--- config.mk ---
export PLATFORM = sky130hd
export DESIGN_NAME = multi_breath_led_flat
export DESIGN_NICKNAME = d
export VERILOG_FILES = /design/src/rtl/multi_breath_led_if.sv /design/src/rtl/multi_breath_led.sv /design/src/flat_wrapper.sv
export SDC_FILE = /design/constraint.sdc
export NUM_CORES = 1
export LEC_CHECK = 0
export CORE_UTILIZATION = 60
export DETAILED_ROUTE_END_ITERATION = 12
export PLACE_DENSITY = 0.88
export SLEW_MARGIN = 20
export SYNTH_ARGS = -nofsm -noshare
export SYNTH_HDL_FRONTEND = slang
export SYNTH_SLANG_ARGS = --single-unit
--- constraint.sdc ---
create_clock -name sys_clk -period 6.4 [get_ports sys_clk]
set_input_delay 0.64 -clock sys_clk [delete_from_list [all_inputs] [get_ports sys_clk]]
set_output_delay 0.64 -clock sys_clk [all_outputs]
set_load 0.1 [all_outputs]
--- src/rtl/multi_breath_led_if.sv ---
// Control and LED-side signal bundle for the multi-channel breathing LED engine.
// The master drives the run/mode/brightness controls; the slave drives the LED-side results.
interface multi_breath_led_if #(
   parameter int unsigned CH_NUM  = 4,
   parameter int unsigned PWM_RES = 8,
   parameter int unsigned STEP_W  = 8
);
   logic                  en;
   logic [2*CH_NUM-1:0]   mode;
   logic [PWM_RES-1:0]    level_cap;
   logic [STEP_W-1:0]     ramp_step;
   logic [CH_NUM-1:0]     led;
   logic [PWM_RES-1:0]    level;
   logic                  cycle_done;

   modport master (
      output en, mode, level_cap, ramp_step,
      input  led, level, cycle_done
   );

   modport slave (
      input  en, mode, level_cap, ramp_step,
      output led, level, cycle_done
   );
endinterface

--- src/rtl/multi_breath_led.sv ---
// Multi-channel breathing LED engine: one prescaler, one PWM counter and one triangular
// ramp shared by all channels. Each channel picks its duty source from a per-channel mode.
module multi_breath_led #(
   parameter int unsigned CH_NUM     = 4,
   parameter int unsigned PWM_RES    = 8,
   parameter int unsigned CLK_DIV    = 100,
   parameter int unsigned STEP_W     = 8,
   parameter bit          ACTIVE_LOW = 1'b0
) (
   input logic               sys_clk,
   input logic               sys_rst_n,
   multi_breath_led_if.slave bus
);

   localparam int unsigned        DIV_W    = $clog2(CLK_DIV);
   localparam logic [DIV_W-1:0]   DIV_LAST = DIV_W'(CLK_DIV - 1);
   localparam logic [PWM_RES-1:0] LMAX     = {PWM_RES{1'b1}};
   localparam logic [PWM_RES-1:0] LMAX_M1  = LMAX - PWM_RES'(1);

   typedef enum logic {StUp, StDown} dir_e;

   dir_e                            dir_q, dir_d;
   logic [DIV_W-1:0]                div_cnt_q, div_cnt_d;
   logic [PWM_RES-1:0]              pwm_cnt_q, pwm_cnt_d;
   logic [STEP_W-1:0]               step_cnt_q, step_cnt_d;
   logic [STEP_W-1:0]               step_last;
   logic [PWM_RES-1:0]              lvl_q, lvl_d;
   logic                            cycle_done_q, cycle_done_d;
   logic [CH_NUM-1:0][PWM_RES-1:0]  duty_q, duty_d;
   logic [CH_NUM-1:0]               led_q, led_d;
   logic                            tick, pwm_end, ramp_adv;

   // Timebase: prescaler, PWM counter and ramp step counter.
   always_comb begin
      tick       = (div_cnt_q == DIV_LAST);
      pwm_end    = tick && (pwm_cnt_q == LMAX_M1);
      step_last  = (bus.ramp_step == '0) ? '0 : bus.ramp_step - STEP_W'(1);
      // >= so that shrinking ramp_step mid-run advances at once instead of wrapping
      ramp_adv   = pwm_end && (step_cnt_q >= step_last);

      div_cnt_d  = tick ? '0 : div_cnt_q + DIV_W'(1);
      pwm_cnt_d  = pwm_cnt_q;
      step_cnt_d = step_cnt_q;
      if (pwm_end) begin
         pwm_cnt_d  = '0;
         step_cnt_d = ramp_adv ? '0 : step_cnt_q + STEP_W'(1);
      end else if (tick) begin
         pwm_cnt_d  = pwm_cnt_q + PWM_RES'(1);
      end
      if (!bus.en) begin
         div_cnt_d  = '0;
         pwm_cnt_d  = '0;
         step_cnt_d = '0;
      end
   end

   // Ramp direction: next-state logic.
   always_comb begin
      dir_d = dir_q;
      if (ramp_adv) begin
         unique case (dir_q)
            StUp:    if (lvl_q == LMAX) dir_d = StDown;
            StDown:  if (lvl_q == '0)   dir_d = StUp;
            default: dir_d = StUp;
         endcase
      end
      if (!bus.en) dir_d = StUp;
   end

   // Ramp direction: level and end-of-breath outputs.
   always_comb begin
      lvl_d        = lvl_q;
      cycle_done_d = 1'b0;
      if (ramp_adv) begin
         unique case (dir_q)
            StUp:    lvl_d = (lvl_q == LMAX) ? LMAX_M1 : lvl_q + PWM_RES'(1);
            StDown: begin
               if (lvl_q == '0) begin
                  lvl_d        = PWM_RES'(1);
                  cycle_done_d = 1'b1;
               end else begin
                  lvl_d = lvl_q - PWM_RES'(1);
               end
            end
            default: lvl_d = '0;
         endcase
      end
      if (!bus.en) begin
         lvl_d        = '0;
         cycle_done_d = 1'b0;
      end
   end

   // Channels: duty reloads only at the period boundary, from the post-update level.
   always_comb begin
      logic [PWM_RES-1:0] src;
      logic [PWM_RES-1:0] inv_lvl;
      duty_d  = duty_q;
      led_d   = '0;
      inv_lvl = LMAX - lvl_d;
      for (int i = 0; i < CH_NUM; i++) begin
         src = '0;
         case (bus.mode[2*i +: 2])
            2'b00: src = '0;
            2'b01: src = bus.level_cap;
            2'b10: src = (lvl_d < bus.level_cap) ? lvl_d : bus.level_cap;
            2'b11: src = (inv_lvl < bus.level_cap) ? inv_lvl : bus.level_cap;
            default: src = '0;
         endcase
         if (pwm_end) duty_d[i] = src;
         led_d[i] = (pwm_cnt_q < duty_q[i]) ^ ACTIVE_LOW;
      end
      if (!bus.en) begin
         duty_d = '0;
         led_d  = {CH_NUM{ACTIVE_LOW}};
      end
   end

   always_ff @(posedge sys_clk or negedge sys_rst_n) begin
      if (!sys_rst_n) begin
         div_cnt_q    <= '0;
         pwm_cnt_q    <= '0;
         step_cnt_q   <= '0;
         dir_q        <= StUp;
         lvl_q        <= '0;
         cycle_done_q <= 1'b0;
         duty_q       <= '0;
         led_q        <= {CH_NUM{ACTIVE_LOW}};
      end else begin
         div_cnt_q    <= div_cnt_d;
         pwm_cnt_q    <= pwm_cnt_d;
         step_cnt_q   <= step_cnt_d;
         dir_q        <= dir_d;
         lvl_q        <= lvl_d;
         cycle_done_q <= cycle_done_d;
         duty_q       <= duty_d;
         led_q        <= led_d;
      end
   end

   assign bus.led        = led_q;
   assign bus.level      = lvl_q;
   assign bus.cycle_done = cycle_done_q;

endmodule

--- src/flat_wrapper.sv ---
// flat-port wrapper written by rule: the top's interface ports become plain ports
module multi_breath_led_flat 
#(
   parameter int unsigned CH_NUM     = 4,
   parameter int unsigned PWM_RES    = 8,
   parameter int unsigned CLK_DIV    = 100,
   parameter int unsigned STEP_W     = 8,
   parameter bit          ACTIVE_LOW = 1'b0
)
  (sys_clk, sys_rst_n, bus_en, bus_mode, bus_level_cap, bus_ramp_step, bus_led, bus_level, bus_cycle_done);
  multi_breath_led_if #(.CH_NUM(CH_NUM), .PWM_RES(PWM_RES), .STEP_W(STEP_W)) bus_i ();
  input logic sys_clk;
  input logic sys_rst_n;
  input wire logic [$bits(bus_i.en)-1:0] bus_en;
  input wire logic [$bits(bus_i.mode)-1:0] bus_mode;
  input wire logic [$bits(bus_i.level_cap)-1:0] bus_level_cap;
  input wire logic [$bits(bus_i.ramp_step)-1:0] bus_ramp_step;
  output wire logic [$bits(bus_i.led)-1:0] bus_led;
  output wire logic [$bits(bus_i.level)-1:0] bus_level;
  output wire logic [$bits(bus_i.cycle_done)-1:0] bus_cycle_done;
  assign bus_i.en = bus_en;
  assign bus_i.mode = bus_mode;
  assign bus_i.level_cap = bus_level_cap;
  assign bus_i.ramp_step = bus_ramp_step;
  assign bus_led = bus_i.led;
  assign bus_level = bus_i.level;
  assign bus_cycle_done = bus_i.cycle_done;
  multi_breath_led #(.CH_NUM(CH_NUM), .PWM_RES(PWM_RES), .CLK_DIV(CLK_DIV), .STEP_W(STEP_W), .ACTIVE_LOW(ACTIVE_LOW)) u_core (.sys_clk(sys_clk), .sys_rst_n(sys_rst_n), .bus(bus_i));
endmodule
# After elaboration in Yosys (flattened, before gate mapping)
# Cells that the tools add are included.
# totals
regBits,69
input_bits,27
output_inout_bits,13
# op_classes
n_addsub,7
magnitude_cmp,7
eq_ne,18
mux,35
bitwise_logic,1
reduce_logical,8
# ops
op,count
$mux 8,17
$pmux 8 s4,4
$lt 8x8->1,6
$mux 32,1
$add 8x1->8 const B,3
$eq 2x2->1 const B,8
$eq 8x8->1 const B,2
$logic_not 8->1,2
$pmux 8 s2,1
$sub 8x1->8 const B,2
$mux 7,2
$eq 2x1->1 const B,4
$ge 8x8->1,1
$logic_not 2->1,4
$mux 1,8
$sub 8x8->8 const A,1
$add 7x1->7 const B,1
$eq 7x7->1 const B,1
$mux 4,1
$ne 2x1->1 const B,2
$ne 3x1->1 const B,1
$logic_and 1x1->1,2
$pmux 1 s2,1
$not 1->1,1

# Logic depth before layout (Yosys ltp)
# depth
ltp_word,12
mapped_depth,26
depth_no_buf,24

# Worst setup path before layout
# OpenSTA, ideal clock, no wires.
# synth_timing
path_kind,input to register
startpoint,input port bus_ramp_step[0]
endpoint,register u_core.duty_q[24] in the netlist's numbering
arrival_ns,5.661
setup_slack_ns,0.607
path_stages,24
path_buffers,2
cell_sequence,inv_1 > ha_1 > nor2b_1 > nand3b_1 > or3_1 > and2_1 > ha_1 > and3_1 > o21ai_0 > a311oi_2 > o21ai_1 > and2_1 > clkbuf_1 > a21o_1 > clkbuf_1 > inv_1 > ha_1 > or4_1 > a211oi_1 > nor3_1 > a41oi_4 > nor2_2 > mux2_2 > or3_1
# synth_via
elab_chain_len,12
word_cells_on_any_way,15
cone_classes,add/sub: 2; order compare: 3; mux: 8; reduce/logical: 2
# synth_lines
item,line,source
start: declaration,flat_wrapper.sv:17,input wire logic [$bits(bus_i.ramp_step)-1:0] bus_ramp_step;
$sub 8x1->8 or $logic_not 8->1 (tied branches),multi_breath_led.sv:37,step_last = (bus.ramp_step == '0) ? '0 : bus.ramp_step - STEP_W'(1);
$mux 8 (*),multi_breath_led.sv:37,
$ge 8x8->1 (*),multi_breath_led.sv:39,ramp_adv = pwm_end && (step_cnt_q >= step_last);
$logic_and 1x1->1 (*),multi_breath_led.sv:39,
$mux 8 (*),multi_breath_led.sv:74,if (ramp_adv) begin
$mux 8 (*),multi_breath_led.sv:88,if (!bus.en) begin
net u_core.lvl_d[7],multi_breath_led.sv:27,"logic [PWM_RES-1:0] lvl_q, lvl_d;"
$sub 8x8->8,multi_breath_led.sv:100,inv_lvl = LMAX - lvl_d;
$lt 8x8->1,multi_breath_led.sv:107,2'b11: src = (inv_lvl < bus.level_cap) ? inv_lvl : bus.level_cap;
$mux 8,multi_breath_led.sv:107,
$pmux 8 s4 (*),multi_breath_led.sv:103,case (bus.mode[2*i +: 2])
$mux 8 (*),multi_breath_led.sv:110,if (pwm_end) duty_d[i] = src;
$mux 32 (*),multi_breath_led.sv:113,if (!bus.en) begin
end signal: assignment,multi_breath_led.sv:136,duty_q <= duty_d;
end: declaration,multi_breath_led.sv:29,"logic [CH_NUM-1:0][PWM_RES-1:0] duty_q, duty_d;"
# Mark *: on every way through the listed nets, which the timed path passes. The rest lies on a longest branch. The select of a mux whose other input is x is not followed.
# A chain may end at the register's enable or synchronous reset.

# Worst setup path after layout
# layout_timing
startpoint,input port bus_ramp_step[0]
endpoint,register u_core.duty_q[5] in the netlist's numbering
# layout_via
elab_chain_len,12
word_cells_on_any_way,15
cone_classes,add/sub: 2; order compare: 3; mux: 8; reduce/logical: 2
# layout_lines
item,line
$sub 8x1->8 or $logic_not 8->1 (tied branches),multi_breath_led.sv:37
$mux 8 (*),multi_breath_led.sv:37
$ge 8x8->1 (*),multi_breath_led.sv:39
$logic_and 1x1->1 (*),multi_breath_led.sv:39
$mux 8 (*),multi_breath_led.sv:74
$mux 8 (*),multi_breath_led.sv:88
$sub 8x8->8,multi_breath_led.sv:100
$lt 8x8->1,multi_breath_led.sv:107
$mux 8,multi_breath_led.sv:107
$pmux 8 s4 (*),multi_breath_led.sv:103
$mux 8 (*),multi_breath_led.sv:110
$mux 32 (*),multi_breath_led.sv:113
# Mark *: on every way between the ends. The rest lies on a longest branch, timed or not. The select of a mux whose other input is x is not followed.

==> impl_results.md <==
* Resize count post-CTS at 0
* Post-synthesis cell area at 5480 um^2
* H-tree depth at 3
* Slew Limit Fails at 0
* Placed instance count at 776
* Netlist cell types at 72
* Unrepaired setup endpoints after global routing: false
* Setup Viol. Count Final at 0
* Total grt overflow at 0
* Gpl congestion at 1.01
* Highest routed metal layer: met4
* Die height at 97.6 um
* Critical path buffers and inverters at 5
* Slew @ Worst Pin at 0.972 ns
* CP Class: primary input to flip-flop
* Core area at 8760 um^2
* Worst setup SP type: primary input
* Ys flop type: dfrtp_1
* Seq cells post-synth at 69
* Yosys warnings at 0
* First-pass GRT wire length at 24,100 um
* CTS Root Cell: clkbuf_8
* Setup Fix Bufs, Post-CTS at 0
* Total die area at 9520 um^2
* Syn Inst Count at 639
* Clock latency at the later pin of the worst-skew pair at 0.35 ns
* Minimum clock period at 5.98 ns
* CTS tree: done
* Met3 WL at 1230 um
* Hold-fix buffers, CTS at 0
* Crit-path max cell delay at 0.54 ns
* Routed Antenna Nets at 0
* Fraction of layout instances using a drive strength above 1 at 0.0950
* Critical Path AT at 6.19 ns
* Slew headroom at 0.350
* GRT Util Overall at 0.316
* Port Buffer Count at 39
* Outcome: complete, no violations
* # diodes at 0
* Vias at 5,015
* Leakage at 0.00277 uW
* CTS Buffer Depth at 2
* Layout Cells excl Fill at 792
* Sum of routed wire segments on met1 at 6200 um
* Pwr Density at 138 nW/um^2
* Largest net degree at the start of global routing at 70
* Clk sink count at 69
* Met2 WL at 6620 um
* Number of antenna violations at the first check in global routing at 0
* Tightest Hold Check Type: primary input to asynchronous set/reset pin
* Number of synthesized flops with an enable pin at 0
* Post-Syn Nets at 724
* Die X at 97.6 um
* Setup TNS Final at 0 ns
* Initial Util at 0.625
* Peak Freq at 167 MHz
* Vias/cell at 6.33
* Total CTS buffers at 9
* CP top delay family: simple AND/OR/NAND/NOR gates
* Site row count at 34
* Async SR Flop Fraction at 1.00
* I/O Pins at 40
* Number of global-route vias before repair at 4,879
* Critical path endpoint category: flip-flop
* Mean post-synth cell area at 8.57 um^2
* Total of max-cap violations at 0
* Area growth from synthesis to layout at 13.0%
* Nets@finish at 764
* Seq/Total Area, Yosys at 0.315
* Slowest CP cell: or4_1
* Worst-path fanout max at 17
* Final hold slack at 0.488 ns
* Final hold violations at 0
* Clk_skew at 0.00637 ns
* Maximum VDD drop at 88.5 uV
* Most used cell, CP: ha_1
* HPWL after detailed placement at 10,900 um
* Final cycle utilization of the critical path at 0.934
* Worst Path Required at 6.62 ns
* Initial DRC count at 346
* Drt total wl at 14,400 um
* Post-detailed-route wirelength per cell at 18.2 um
* Initial DRT Pass Iterations at 5
* Clk pin slew, worst setup/hold paths at 0.07 ns
* DRC viols at 0
[final cells by class]
type,count,area [um^2]
well taps,108,135
flip-flops and latches,69,1730
repair buffers,53,490
multi-input cells,486,3430
clock buffers,13,159
inverters,60,225
clock inverters,3,20.0
fillers,672,2570
[final timing paths]
| check | endpoint | from | slack, ns | cells past startpoint |
|---|---|---|---|---|
| max | u_core.duty_q[5] | bus_ramp_step[0] | 0.42 | 25 |
| min | u_core.step_cnt_q[7] | sys_rst_n | 0.49 | 2 |
| max reg2reg | u_core.duty_q[5] | u_core.div_cnt_q[2] | 1.57 | 17 |
| min reg2reg | u_core.div_cnt_q[0] | u_core.div_cnt_q[0] | 0.50 | 1 |
| max in group asynchronous | u_core.duty_q[30] | sys_rst_n | 5.36 | 2 |
| min in group sys_clk | u_core.div_cnt_q[0] | u_core.div_cnt_q[0] | 0.50 | 1 |
[stage by stage]
step	setup WS, ns	util	total power (uW)	cell area (um^2)
floorplan	0.607	-	484	5480
global placement	0.367	0.685	527	6010
detailed placement	0.110	0.685	530	6010
CTS	0.476	0.706	852	6190
global route	0.0210	0.706	881	6190
finish	0.423	0.706	854	6190
[logic make-up after synthesis]
| group | synth area share |
|---|---|
| multiplexers | 0.0445 |
| AND/OR/NAND/NOR | 0.223 |
| XOR/XNOR | 0.0288 |
| buffers and inverters | 0.0587 |
| AO/OA/AOI/OAI | 0.198 |
| adder cells (fa/ha/maj) | 0.132 |
| flip-flops | 0.315 |
[state kept, by name (all words and copies together), names as in the netlist]
| signal | count |
|---|---|
| u_core.duty_q | 32 |
| u_core.bus.cycle_done | 1 |
| u_core.step_cnt_q | 8 |
| u_core.bus.level | 8 |
| u_core.pwm_cnt_q | 8 |
| u_core.dir_q | 1 |
| u_core.div_cnt_q | 7 |
| u_core.bus.led | 4 |
[where the power goes]
group / switching (uW) / internal [uW]
logic: 52.6 / 31.4
clock network: 170 / 162
registers: 1.61 / 437
[metal layers]
metal,track usage,vias to the layer above
li1,-,2356
met1,0.428,2390
met2,0.495,231
met3,0.0705,38
met4,0.119,0
met5,0.00549,-
[cell usage after synthesis (2+ instances only)]
library cell | count | area share
or2_2 | 2 | 0.0023
nor3_1 | 14 | 0.013
o22ai_1 | 2 | 0.0023
dfrtp_1 | 69 | 0.32
a31oi_1 | 3 | 0.0034
nor2b_1 | 12 | 0.014
inv_2 | 3 | 0.0021
xnor2_1 | 5 | 0.0080
a221o_1 | 3 | 0.0055
mux2_2 | 7 | 0.014
a211oi_1 | 10 | 0.014
a21o_1 | 17 | 0.023
a21oi_1 | 29 | 0.026
nor4_1 | 3 | 0.0034
nand3_1 | 17 | 0.016
a22o_4 | 2 | 0.0064
xor2_1 | 13 | 0.021
nand3_2 | 2 | 0.0037
nor2_1 | 48 | 0.033
nor3_2 | 3 | 0.0055
a22o_1 | 2 | 0.0032
o21ai_0 | 31 | 0.028
and3b_1 | 5 | 0.0080
nand4_1 | 12 | 0.014
nand2b_1 | 10 | 0.011
a211o_1 | 3 | 0.0048
o211ai_1 | 15 | 0.021
and3_1 | 5 | 0.0057
nand4b_1 | 2 | 0.0032
mux2i_1 | 15 | 0.027
inv_1 | 57 | 0.039
o21a_1 | 3 | 0.0041
a32oi_1 | 4 | 0.0064
o31ai_1 | 6 | 0.0082
ha_1 | 58 | 0.13
o221ai_1 | 2 | 0.0032
or3_1 | 10 | 0.011
nand2_1 | 74 | 0.051
a2bb2oi_2 | 2 | 0.0055
clkbuf_1 | 21 | 0.014
nand3b_1 | 2 | 0.0027
and2_1 | 5 | 0.0057
a21boi_0 | 2 | 0.0027
[layout by cell type, fill, tap and decap left out, drive strengths merged, types with 4 or more instances in the layout]
master         count
nand2             75
dfrtp             69
inv               60
ha                58
nor2              50
clkdlybuf4s50     38
o21ai             33
a21oi             30
nand3             19
a21o              17
nor3              17
o211ai            15
mux2i             15
buf               15
xor2              13
nor2b             13
clkbuf            13
nand4             12
nand2b            10
a211oi            10
or3               10
mux2               8
o31ai              6
xnor2              5
and3               5
and3b              5
and2               5
a32oi              4
nor4               4
a22o               4
Note: power is estimated with default switching activity, not from simulation.
